$ cat src/rtl/game_flow_ctrl.sv
// Game sequencer for the HDMI Flappy Bird design: frame tick from vsync, jump key
// synchroniser, game state machine, saturating score and prioritised beeper requests.
module game_flow_ctrl #(
    parameter int DIE_FRAMES        = 30,
    parameter int OVER_HOLD_FRAMES  = 120,
    parameter int BEEP_FLAP_FRAMES  = 4,
    parameter int BEEP_SCORE_FRAMES = 8,
    parameter int BEEP_DIE_FRAMES   = 30,
    parameter int SCORE_MAX         = 999999
) (
    input  logic        vga_clk,
    input  logic        sys_rst_n,
    input  logic        vsync,
    input  logic        key_n,
    input  logic        hit,
    input  logic        pass,
    output logic [1:0]  state,
    output logic        frame_tick,
    output logic        run_en,
    output logic        world_rst,
    output logic        flap,
    output logic [19:0] score,
    output logic        is_gameover,
    output logic        beep_req
);

    localparam logic [1:0] S_IDLE  = 2'd0;
    localparam logic [1:0] S_PLAY  = 2'd1;
    localparam logic [1:0] S_DYING = 2'd2;
    localparam logic [1:0] S_OVER  = 2'd3;

    localparam logic [1:0] P_NONE  = 2'd0;
    localparam logic [1:0] P_FLAP  = 2'd1;
    localparam logic [1:0] P_SCORE = 2'd2;
    localparam logic [1:0] P_DIE   = 2'd3;

    localparam int FCNT_MAX = (DIE_FRAMES > OVER_HOLD_FRAMES) ? DIE_FRAMES : OVER_HOLD_FRAMES;
    localparam int FCNT_W   = $clog2(FCNT_MAX + 1);
    localparam int BEEP_M1  = (BEEP_FLAP_FRAMES > BEEP_SCORE_FRAMES) ? BEEP_FLAP_FRAMES
                                                                     : BEEP_SCORE_FRAMES;
    localparam int BEEP_MAX = (BEEP_M1 > BEEP_DIE_FRAMES) ? BEEP_M1 : BEEP_DIE_FRAMES;
    localparam int BEEP_W   = $clog2(BEEP_MAX + 1);

    localparam logic [FCNT_W-1:0] FCNT_ONE   = FCNT_W'(1);
    localparam logic [FCNT_W-1:0] DIE_LAST   = FCNT_W'(DIE_FRAMES - 1);
    localparam logic [FCNT_W-1:0] HOLD_DONE  = FCNT_W'(OVER_HOLD_FRAMES);
    localparam logic [BEEP_W-1:0] BEEP_ONE   = BEEP_W'(1);
    localparam logic [BEEP_W-1:0] LEN_FLAP   = BEEP_W'(BEEP_FLAP_FRAMES);
    localparam logic [BEEP_W-1:0] LEN_SCORE  = BEEP_W'(BEEP_SCORE_FRAMES);
    localparam logic [BEEP_W-1:0] LEN_DIE    = BEEP_W'(BEEP_DIE_FRAMES);
    localparam logic [19:0]       SCORE_LIM  = 20'(SCORE_MAX);

    // Input conditioning
    logic key_meta_q, key_sync_q, key_prev_q, press_q;
    logic vs_q, vs_prev_q, frame_tick_q;

    always_ff @(posedge vga_clk or negedge sys_rst_n) begin
        if (!sys_rst_n) begin
            key_meta_q   <= 1'b0;
            key_sync_q   <= 1'b0;
            key_prev_q   <= 1'b0;
            press_q      <= 1'b0;
            vs_q         <= 1'b0;
            vs_prev_q    <= 1'b0;
            frame_tick_q <= 1'b0;
        end else begin
            key_meta_q   <= key_n;
            key_sync_q   <= key_meta_q;
            key_prev_q   <= key_sync_q;
            press_q      <= key_prev_q & ~key_sync_q;
            vs_q         <= vsync;
            vs_prev_q    <= vs_q;
            frame_tick_q <= vs_q & ~vs_prev_q;
        end
    end

    // Game state machine
    logic [1:0]        state_q, state_d;
    logic [19:0]       score_q, score_d;
    logic              hit_latch_q, hit_latch_d;
    logic              flap_pend_q, flap_pend_d;
    logic [FCNT_W-1:0] fcnt_q, fcnt_d;
    logic              world_rst_q, world_rst_d;
    logic              flap_fire;
    logic              die_req, score_req, flap_req;

    // A flap is served combinationally so it coincides with the frame tick itself.
    assign flap_fire = (state_q == S_PLAY) & frame_tick_q & flap_pend_q & ~hit_latch_q;

    always_comb begin
        state_d     = state_q;
        score_d     = score_q;
        hit_latch_d = hit_latch_q;
        flap_pend_d = flap_pend_q;
        fcnt_d      = fcnt_q;
        world_rst_d = 1'b0;
        die_req     = 1'b0;
        score_req   = 1'b0;
        flap_req    = 1'b0;
        case (state_q)
            S_IDLE: begin
                if (press_q) begin
                    state_d     = S_PLAY;
                    world_rst_d = 1'b1;
                    score_d     = '0;
                    hit_latch_d = 1'b0;
                    flap_pend_d = 1'b0;
                end
            end
            S_PLAY: begin
                if (hit) hit_latch_d = 1'b1;
                if (pass) begin
                    score_req = 1'b1;
                    if (score_q < SCORE_LIM) score_d = score_q + 20'd1;
                end
                if (frame_tick_q && hit_latch_q) begin
                    state_d     = S_DYING;
                    die_req     = 1'b1;
                    flap_pend_d = 1'b0;
                    fcnt_d      = '0;
                end else begin
                    if (flap_fire) begin
                        flap_req    = 1'b1;
                        flap_pend_d = 1'b0;
                    end
                    // A press on the serving tick queues for the following tick.
                    if (press_q) flap_pend_d = 1'b1;
                end
            end
            S_DYING: begin
                if (frame_tick_q) begin
                    if (fcnt_q == DIE_LAST) begin
                        state_d = S_OVER;
                        fcnt_d  = '0;
                    end else begin
                        fcnt_d = fcnt_q + FCNT_ONE;
                    end
                end
            end
            S_OVER: begin
                if (press_q && fcnt_q == HOLD_DONE) begin
                    state_d = S_IDLE;
                    fcnt_d  = '0;
                end else if (frame_tick_q && fcnt_q != HOLD_DONE) begin
                    fcnt_d = fcnt_q + FCNT_ONE;
                end
            end
            default: state_d = S_IDLE;
        endcase
    end

    always_ff @(posedge vga_clk or negedge sys_rst_n) begin
        if (!sys_rst_n) begin
            state_q     <= S_IDLE;
            score_q     <= '0;
            hit_latch_q <= 1'b0;
            flap_pend_q <= 1'b0;
            fcnt_q      <= '0;
            world_rst_q <= 1'b0;
        end else begin
            state_q     <= state_d;
            score_q     <= score_d;
            hit_latch_q <= hit_latch_d;
            flap_pend_q <= flap_pend_d;
            fcnt_q      <= fcnt_d;
            world_rst_q <= world_rst_d;
        end
    end

    // Beeper arbitration: equal or higher priority restarts the sound
    logic [1:0]        req_prio;
    logic [BEEP_W-1:0] req_len;
    logic [1:0]        beep_prio_q, beep_prio_d;
    logic [BEEP_W-1:0] beep_cnt_q, beep_cnt_d;
    logic              beep_q, beep_d;

    always_comb begin
        req_prio = P_NONE;
        req_len  = '0;
        if (die_req) begin
            req_prio = P_DIE;
            req_len  = LEN_DIE;
        end else if (score_req) begin
            req_prio = P_SCORE;
            req_len  = LEN_SCORE;
        end else if (flap_req) begin
            req_prio = P_FLAP;
            req_len  = LEN_FLAP;
        end
        beep_prio_d = beep_prio_q;
        beep_cnt_d  = beep_cnt_q;
        beep_d      = beep_q;
        if (req_prio != P_NONE && req_prio >= beep_prio_q) begin
            beep_prio_d = req_prio;
            beep_cnt_d  = req_len;
            beep_d      = 1'b1;
        end else if (frame_tick_q && beep_q) begin
            beep_cnt_d = beep_cnt_q - BEEP_ONE;
            if (beep_cnt_q == BEEP_ONE) begin
                beep_d      = 1'b0;
                beep_prio_d = P_NONE;
            end
        end
    end

    always_ff @(posedge vga_clk or negedge sys_rst_n) begin
        if (!sys_rst_n) begin
            beep_prio_q <= P_NONE;
            beep_cnt_q  <= '0;
            beep_q      <= 1'b0;
        end else begin
            beep_prio_q <= beep_prio_d;
            beep_cnt_q  <= beep_cnt_d;
            beep_q      <= beep_d;
        end
    end

    assign state       = state_q;
    assign frame_tick  = frame_tick_q;
    assign run_en      = (state_q == S_PLAY);
    assign world_rst   = world_rst_q;
    assign flap        = flap_fire;
    assign score       = score_q;
    assign is_gameover = (state_q == S_OVER);
    assign beep_req    = beep_q;

endmodule

$ cat config.mk
export PLATFORM = sky130hd
export DESIGN_NAME = game_flow_ctrl
export DESIGN_NICKNAME = d
export VERILOG_FILES = /design/src/rtl/game_flow_ctrl.sv
export SDC_FILE = /design/constraint.sdc
export NUM_CORES = 1
export LEC_CHECK = 0
export CAP_MARGIN = 20
export CORE_MARGIN = 1
export CORE_UTILIZATION = 30
export CTS_CLUSTER_SIZE = 40
export DETAILED_ROUTE_END_ITERATION = 12
export PLACE_DENSITY_LB_ADDON = 0.12
export SLEW_MARGIN = 20
export SYNTH_ARGS = -nofsm -noshare
export SYNTH_HDL_FRONTEND = slang
export SYNTH_SLANG_ARGS = --single-unit
$ cat constraint.sdc
create_clock -name vga_clk -period 3.4 [get_ports vga_clk]
set_input_delay 1.02 -clock vga_clk [delete_from_list [all_inputs] [get_ports vga_clk]]
set_output_delay 1.02 -clock vga_clk [all_outputs]
set_load 0.02 [all_outputs]
Yosys cells after proc, flatten, opt, wreduce, memory -nomap -nowiden
Cells that the tools add are included.
{ "totals": {"register_bits": 47, "elab_cells": 109} }
{ "classes": {"n_addsub": 3, "n_lt_le_gt_ge": 2, "eq_ne": 17, "mux": 46, "n_bitwise": 8, "n_reduce_logical": 17} }
{ "ops": {"columns": ["op", "n"], "rows": [
  ["$mux W20", 3],
  ["$pmux W20 S2", 1],
  ["$mux W7", 5],
  ["$pmux W7 S3", 1],
  ["$add A20 B1 Y20 const B", 1],
  ["$lt A20 B20 Y1 const B", 1],
  ["$mux W2", 10],
  ["$mux W1", 18],
  ["$mux W5", 3],
  ["$ne A2 B2 Y1 const B", 5],
  ["$pmux W2 S4", 1],
  ["$reduce_and A4 Y1", 2],
  ["$reduce_bool A2 Y1", 4],
  ["$add A7 B1 Y7 const B", 1],
  ["$eq A7 B5 Y1 const B", 1],
  ["$eq A7 B7 Y1 const B", 1],
  ["$ne A7 B7 Y1 const B", 1],
  ["$ne A2 B1 Y1 const B", 3],
  ["$reduce_and A3 Y1", 2],
  ["$and A1 B1 Y1", 5],
  ["$eq A5 B1 Y1 const B", 1],
  ["$logic_and A1 B1 Y1", 5],
  ["$reduce_and A5 Y1", 1],
  ["$sub A5 B1 Y5 const B", 1],
  ["other kinds (12)", 16]
]} }

Depth between registers and ports, before layout
{ "logic_depth": {"word_depth": 14, "ltp_mapped": 13} }

Worst setup path before layout
OpenSTA, ideal clock, no wires.
{ "synth_path": {"path_kind": "register to register", "start": "register state_q[1] (netlist: state[1])", "end": "register beep_cnt_q[3]", "arrival_ns": 2.655, "required_time_ns": 3.323, "slack_ns": 0.668, "path_stages_with_launch": 14, "n_path_buf": 4, "path_cell_list": "dfrtp_1 > inv_1 > ha_1 > clkbuf_1 > buf_6 > clkbuf_8 > a21oi_1 > ha_1 > nand2b_1 > a21oi_1 > o21bai_1 > clkbuf_1 > a21oi_1 > a21oi_1"} }
{ "synth_via": {"elab_chain_cells": 13, "elab_cells_between_ends": 19, "classes_between": "order compare: 1; eq/ne: 1; mux: 11; bitwise: 3; reduce/logical: 3"} }
{ "synth_rtl": {"columns": ["element", "line_no", "rtl"], "rows": [
  ["start: declaration", "78", "logic [1:0] state_q, state_d;"],
  ["start signal: assignment", "161", "state_q <= state_d;"],
  ["$eq A2 B1 Y1 (*)", null, null],
  ["via run_en", "19", "output logic run_en,"],
  ["$and A1 B1 Y1 (3 in series)", "88", "assign flap_fire = (state_q == S_PLAY) & frame_tick_q & flap_pend_q & ~hit_latch_q;"],
  ["$mux W1", "122", "if (flap_fire) begin"],
  ["$mux W1", "116", "if (frame_tick_q && hit_latch_q) begin"],
  ["$mux W1", "100", "case (state_q)"],
  ["$mux W1", "186", "end else if (flap_req) begin"],
  ["$mux W2", "183", "end else if (score_req) begin"],
  ["$mux W2", "180", "if (die_req) begin"],
  ["$ge A2 B2 Y1 or $reduce_bool A2 Y1 (tied branches)", "193", "if (req_prio != P_NONE && req_prio >= beep_prio_q) begin"],
  ["$logic_and A1 B1 Y1", "193", null],
  ["$mux W5 or $reduce_bool A2 Y1 (tied branches)", null, null],
  ["end signal: assignment", "213", "beep_cnt_q <= beep_cnt_d;"],
  ["end: declaration", "174", "logic [BEEP_W-1:0] beep_cnt_q, beep_cnt_d;"]
]} }
Mark *: on every way through the listed nets, which the timed path passes. The rest lies on a longest branch.
A chain may end at the register's enable or synchronous reset.

Worst setup path in the final report
{ "layout_path": {"start": "input port pass", "end": "register beep_prio_q[0]"} }
{ "layout_via": {"elab_chain_cells": 8, "elab_cells_between_ends": 11, "classes_between": "order compare: 1; mux: 5; reduce/logical: 5"} }
{ "layout_rtl": {"columns": ["element", "line_no", "rtl"], "rows": [
  ["start: declaration", "16", "input logic pass,"],
  ["$mux W1 (*)", "112", "if (pass) begin"],
  ["$mux W1 (*)", "100", null],
  ["$mux W2 (*)", "183", null],
  ["$mux W2 (*)", "180", null],
  ["$ge A2 B2 Y1 or $reduce_bool A2 Y1 (tied branches)", "193", null],
  ["$logic_and A1 B1 Y1", "193", null],
  ["$reduce_bool A2 Y1 (no source line)", null, null],
  ["$reduce_and A2 Y1 (no source line)", null, null],
  ["end signal: assignment", "212", "beep_prio_q <= beep_prio_d;"],
  ["end: declaration", "173", "logic [1:0] beep_prio_q, beep_prio_d;"]
]} }
Every way passes the cells marked *; elsewhere a longest branch is shown, timed or not.

==> results.toml <==
[yosys]
avgSynthCellArea_sq_um = 9.35
synth_top_area_share_pct = 41.8
synth_nets = 319
async_flop_share_pct = 100
synth_edf_count = 0
synth_cell_types = 54
synth.ff_latch_count = 47
synth_area_leaders = "dfrtp_1, ha_1, a21oi_1"
yosys.area.top_type = "dfrtp_1"
ys_seq_area_share_pct = 41.8
yosys_warnings = 0
syn_inst = 301
syn_area_sq_mm = 0.00282
synth_ff_type = "dfrtp_1"

[power]
p_leak_nw = 1.38
power_density_mw_per_mm2 = 666
power_frac_seq_pct = 35.9
switching_share_pct = 41.6
p_sw_mw = 0.919
p_int_mw = 1.29
p_comb_share_pct = 47.0
vdd_drop_max_v = 0.000254
power.total_mw = 2.21
pwr-share-clk_pct = 17.1

[cells_and_area]
nFillCells = 896
diodes = 0
layout.nets = 350
layout.cells.non_filler = 441
drive_above_1_share_pct = 9.61
syn_to_final_growth_pct = 17.7
design_area_sq_mm = 0.00331
final_util_pct = 37.3

[status]
status = "complete, no violations"

[grt]
overflow = 0
first_global_vias = 2287
grt_pass1_wl_microns = 11600
grt.total_usage_pct = 14.7
antenna_found_initial = 0
grt_max_degree = 34

[cts]
numCtsBuffers = 5
numClockSinks = 47
clkTransAtPathRegs_ns = 0.09
clock_path_buffers = 2
cts-root-buf = "clkbuf_8"
htree_num_levels = 2
cts_resized = 0
hold_buffers = 0
cts_tree = "done"
post-cts-setup-buffers = 0
worstSkewPairLatency_ns = 0.30

[sta]
fin_setup_tns_ns = 0
tightest_slew_ns = 0.655
fin_crit_ns = 2.88
hold_viol = 0
hold_slack_ns = 0.354
fmax_mhz = 348
setup_slack_ns = 0.525
period_share_pct = 84.6
clock-skew-final_ns = 0.00991
setup_viol = 0
relSlewSlack_pct = 56.3
rsz0062_at_grt = "false"
slew_violations = 0

[flow_run]
max-cap-violations = 0

[place]
place.gp.congestion = 0.774
placed_area_sq_mm = 0.00321
place_inst = 433
dp_slack_ns = 0.172
hpwl_microns = 4720
port_buffers = 33

[floorplanning]
die_w_microns = 98.9
start_util_pct = 31.7
design.die.area_sq_mm = 0.00978
core_sq_mm = 0.00889
io-pin-count = 34
die_height_microns = 98.9
num_rows = 34

[critical_path]
crit_arrival_ns = 3.09
critPathKind = "in2reg"
end_kind = "flop"
worstPathMaxFanout = 7
start_kind = "input pin"
crit_required_ns = 3.62

[hold_path]
hold_path.class = "reg2reg"

[detailed_routing]
wirelength_microns = 6720
drc_errors = 0
drt-initial-drc-count = 138
routed_via_density = 5.37
drt-pass1-iter-count = 4
ant_nets = 0
routedWlPerCell_microns = 15.2
vias = 2367
-- cells in the final DEF (no fill, tap or decap), drive strengths merged, types with 3 or more instances in the layout --
master         Yosys  routed
nor3              13      13
dfrtp             47      47
a22o               6       6
a211o              3       3
and4               3       3
and2               5       5
clkdlybuf4s50      0      32
nor2              16      16
a41o               5       5
nand2             25      25
a41oi              3       3
a31oi              5       5
nand4              8       8
inv               18      18
a31o               3       3
o211ai             4       4
o21ai             10      10
clkbuf             8       8
nor2b              8       8
and3               9       9
a21oi             27      27
buf                8       8
nand3             14      14
ha                12      12
nor4               3       3
nand4b             5       5
xnor2              3       3
a211oi             3       3
-- synthesized netlist by cell type, types with 3 or more instances --
library cell and instances:
and3_2 5, buf_2 3, and2_1 5, nand4_1 8, nand3_1 14, buf_6 3, and3_1 4, a31oi_1 5
o21ai_0 10, a21oi_1 25, xnor2_1 3, a41o_1 5, o211ai_1 4, nor4_1 3, nor2b_1 8, and4_1 3
a31o_2 3, nand2_1 25, a22o_1 6, dfrtp_1 47, ha_1 12, a41oi_1 3, nor3_1 12, nand4b_1 5
nor2_1 16, inv_1 18, clkbuf_1 6, a211o_1 3
-- area by class of cell --
cell class / count / area, sq um / share of cell area (%)
well taps: 108 / 135 / 4.08
inverters: 18 / 67.6 / 2.04
clock buffers: 8 / 100 / 3.02
repair buffers: 40 / 378 / 11.4
flip-flops and latches: 47 / 1180 / 35.5
multi-input cells: 220 / 1460 / 44.0
-- path summary, 6_finish.rpt --
kind	slack (ns)	from	cells past startpoint	to
max	0.52	pass	10	beep_prio_q[0]$_DFFE_PN0P_
min	0.35	key_meta_q$_DFF_PN0_	0	key_sync_q$_DFF_PN0_
max reg2reg	0.86	state[1]$_DFFE_PN0P_	8	fcnt_q[0]$_DFFE_PN0P_
min reg2reg	0.35	key_meta_q$_DFF_PN0_	0	key_sync_q$_DFF_PN0_
max in group asynchronous	2.02	sys_rst_n	2	score[5]$_DFFE_PN0P_
min in group asynchronous	0.62	sys_rst_n	1	fcnt_q[1]$_DFFE_PN0P_
-- kinds of logic (layout without fill, tap and decap cells) --
| family | after synthesis | after routing | synth area share, % |
|---|---|---|---|
| xor gates and xnor gates | 3 | 3 | 0.934 |
| adders and majority gates | 12 | 12 | 5.33 |
| and+or+nand+nor | 116 | 116 | 22.6 |
| buffers and inverters | 34 | 66 | 6.44 |
| AOI/OAI and AO/OA | 85 | 85 | 21.4 |
| DFF | 47 | 47 | 41.8 |
| muxes | 4 | 4 | 1.51 |
-- worst max-delay path, stage by stage --
cell,delay (ns)
clkdlybuf4s50_1,0.57
nor2_1,0.09
a21oi_1,0.21
ha_1,0.27
nand2b_1,0.14
a21oi_1,0.17
o21bai_1,0.26
buf_4,0.22
nand3_1,0.07
o21ai_0,0.07
-- power by group through the flow --
| stage | combinational [mW] | sequential (mW) | clock [mW] |
|---|---|---|---|
| 2_1_floorplan | 0.709 | 0.827 | 0 |
| 3_3_place_gp | 1.05 | 0.805 | 0 |
| 3_5_place_dp | 1.05 | 0.806 | 0 |
| 4_1_cts | 1.05 | 0.794 | 0.395 |
| 5_1_grt | 1.16 | 0.815 | 0.417 |
| 6_report | 1.04 | 0.793 | 0.378 |
-- sequential cells by signal, summed over array words and instances (netlist names), 2 cells and up --
register	flops
score	20
fcnt_q	7
beep_cnt_q	5
beep_prio_q	2
state	2
-- per-layer routing --
metal / global-route usage (%) / routed length [microns] / vias up
met2: 23.2 / 3090 / 45
met1: 20.8 / 3320 / 1141
met3: 2.84 / 267 / 2
met4: 3.44 / 37 / 0
met5: 0 / 0 / -
li1: - / - / 1179
(Power assumes the default switching activity.)
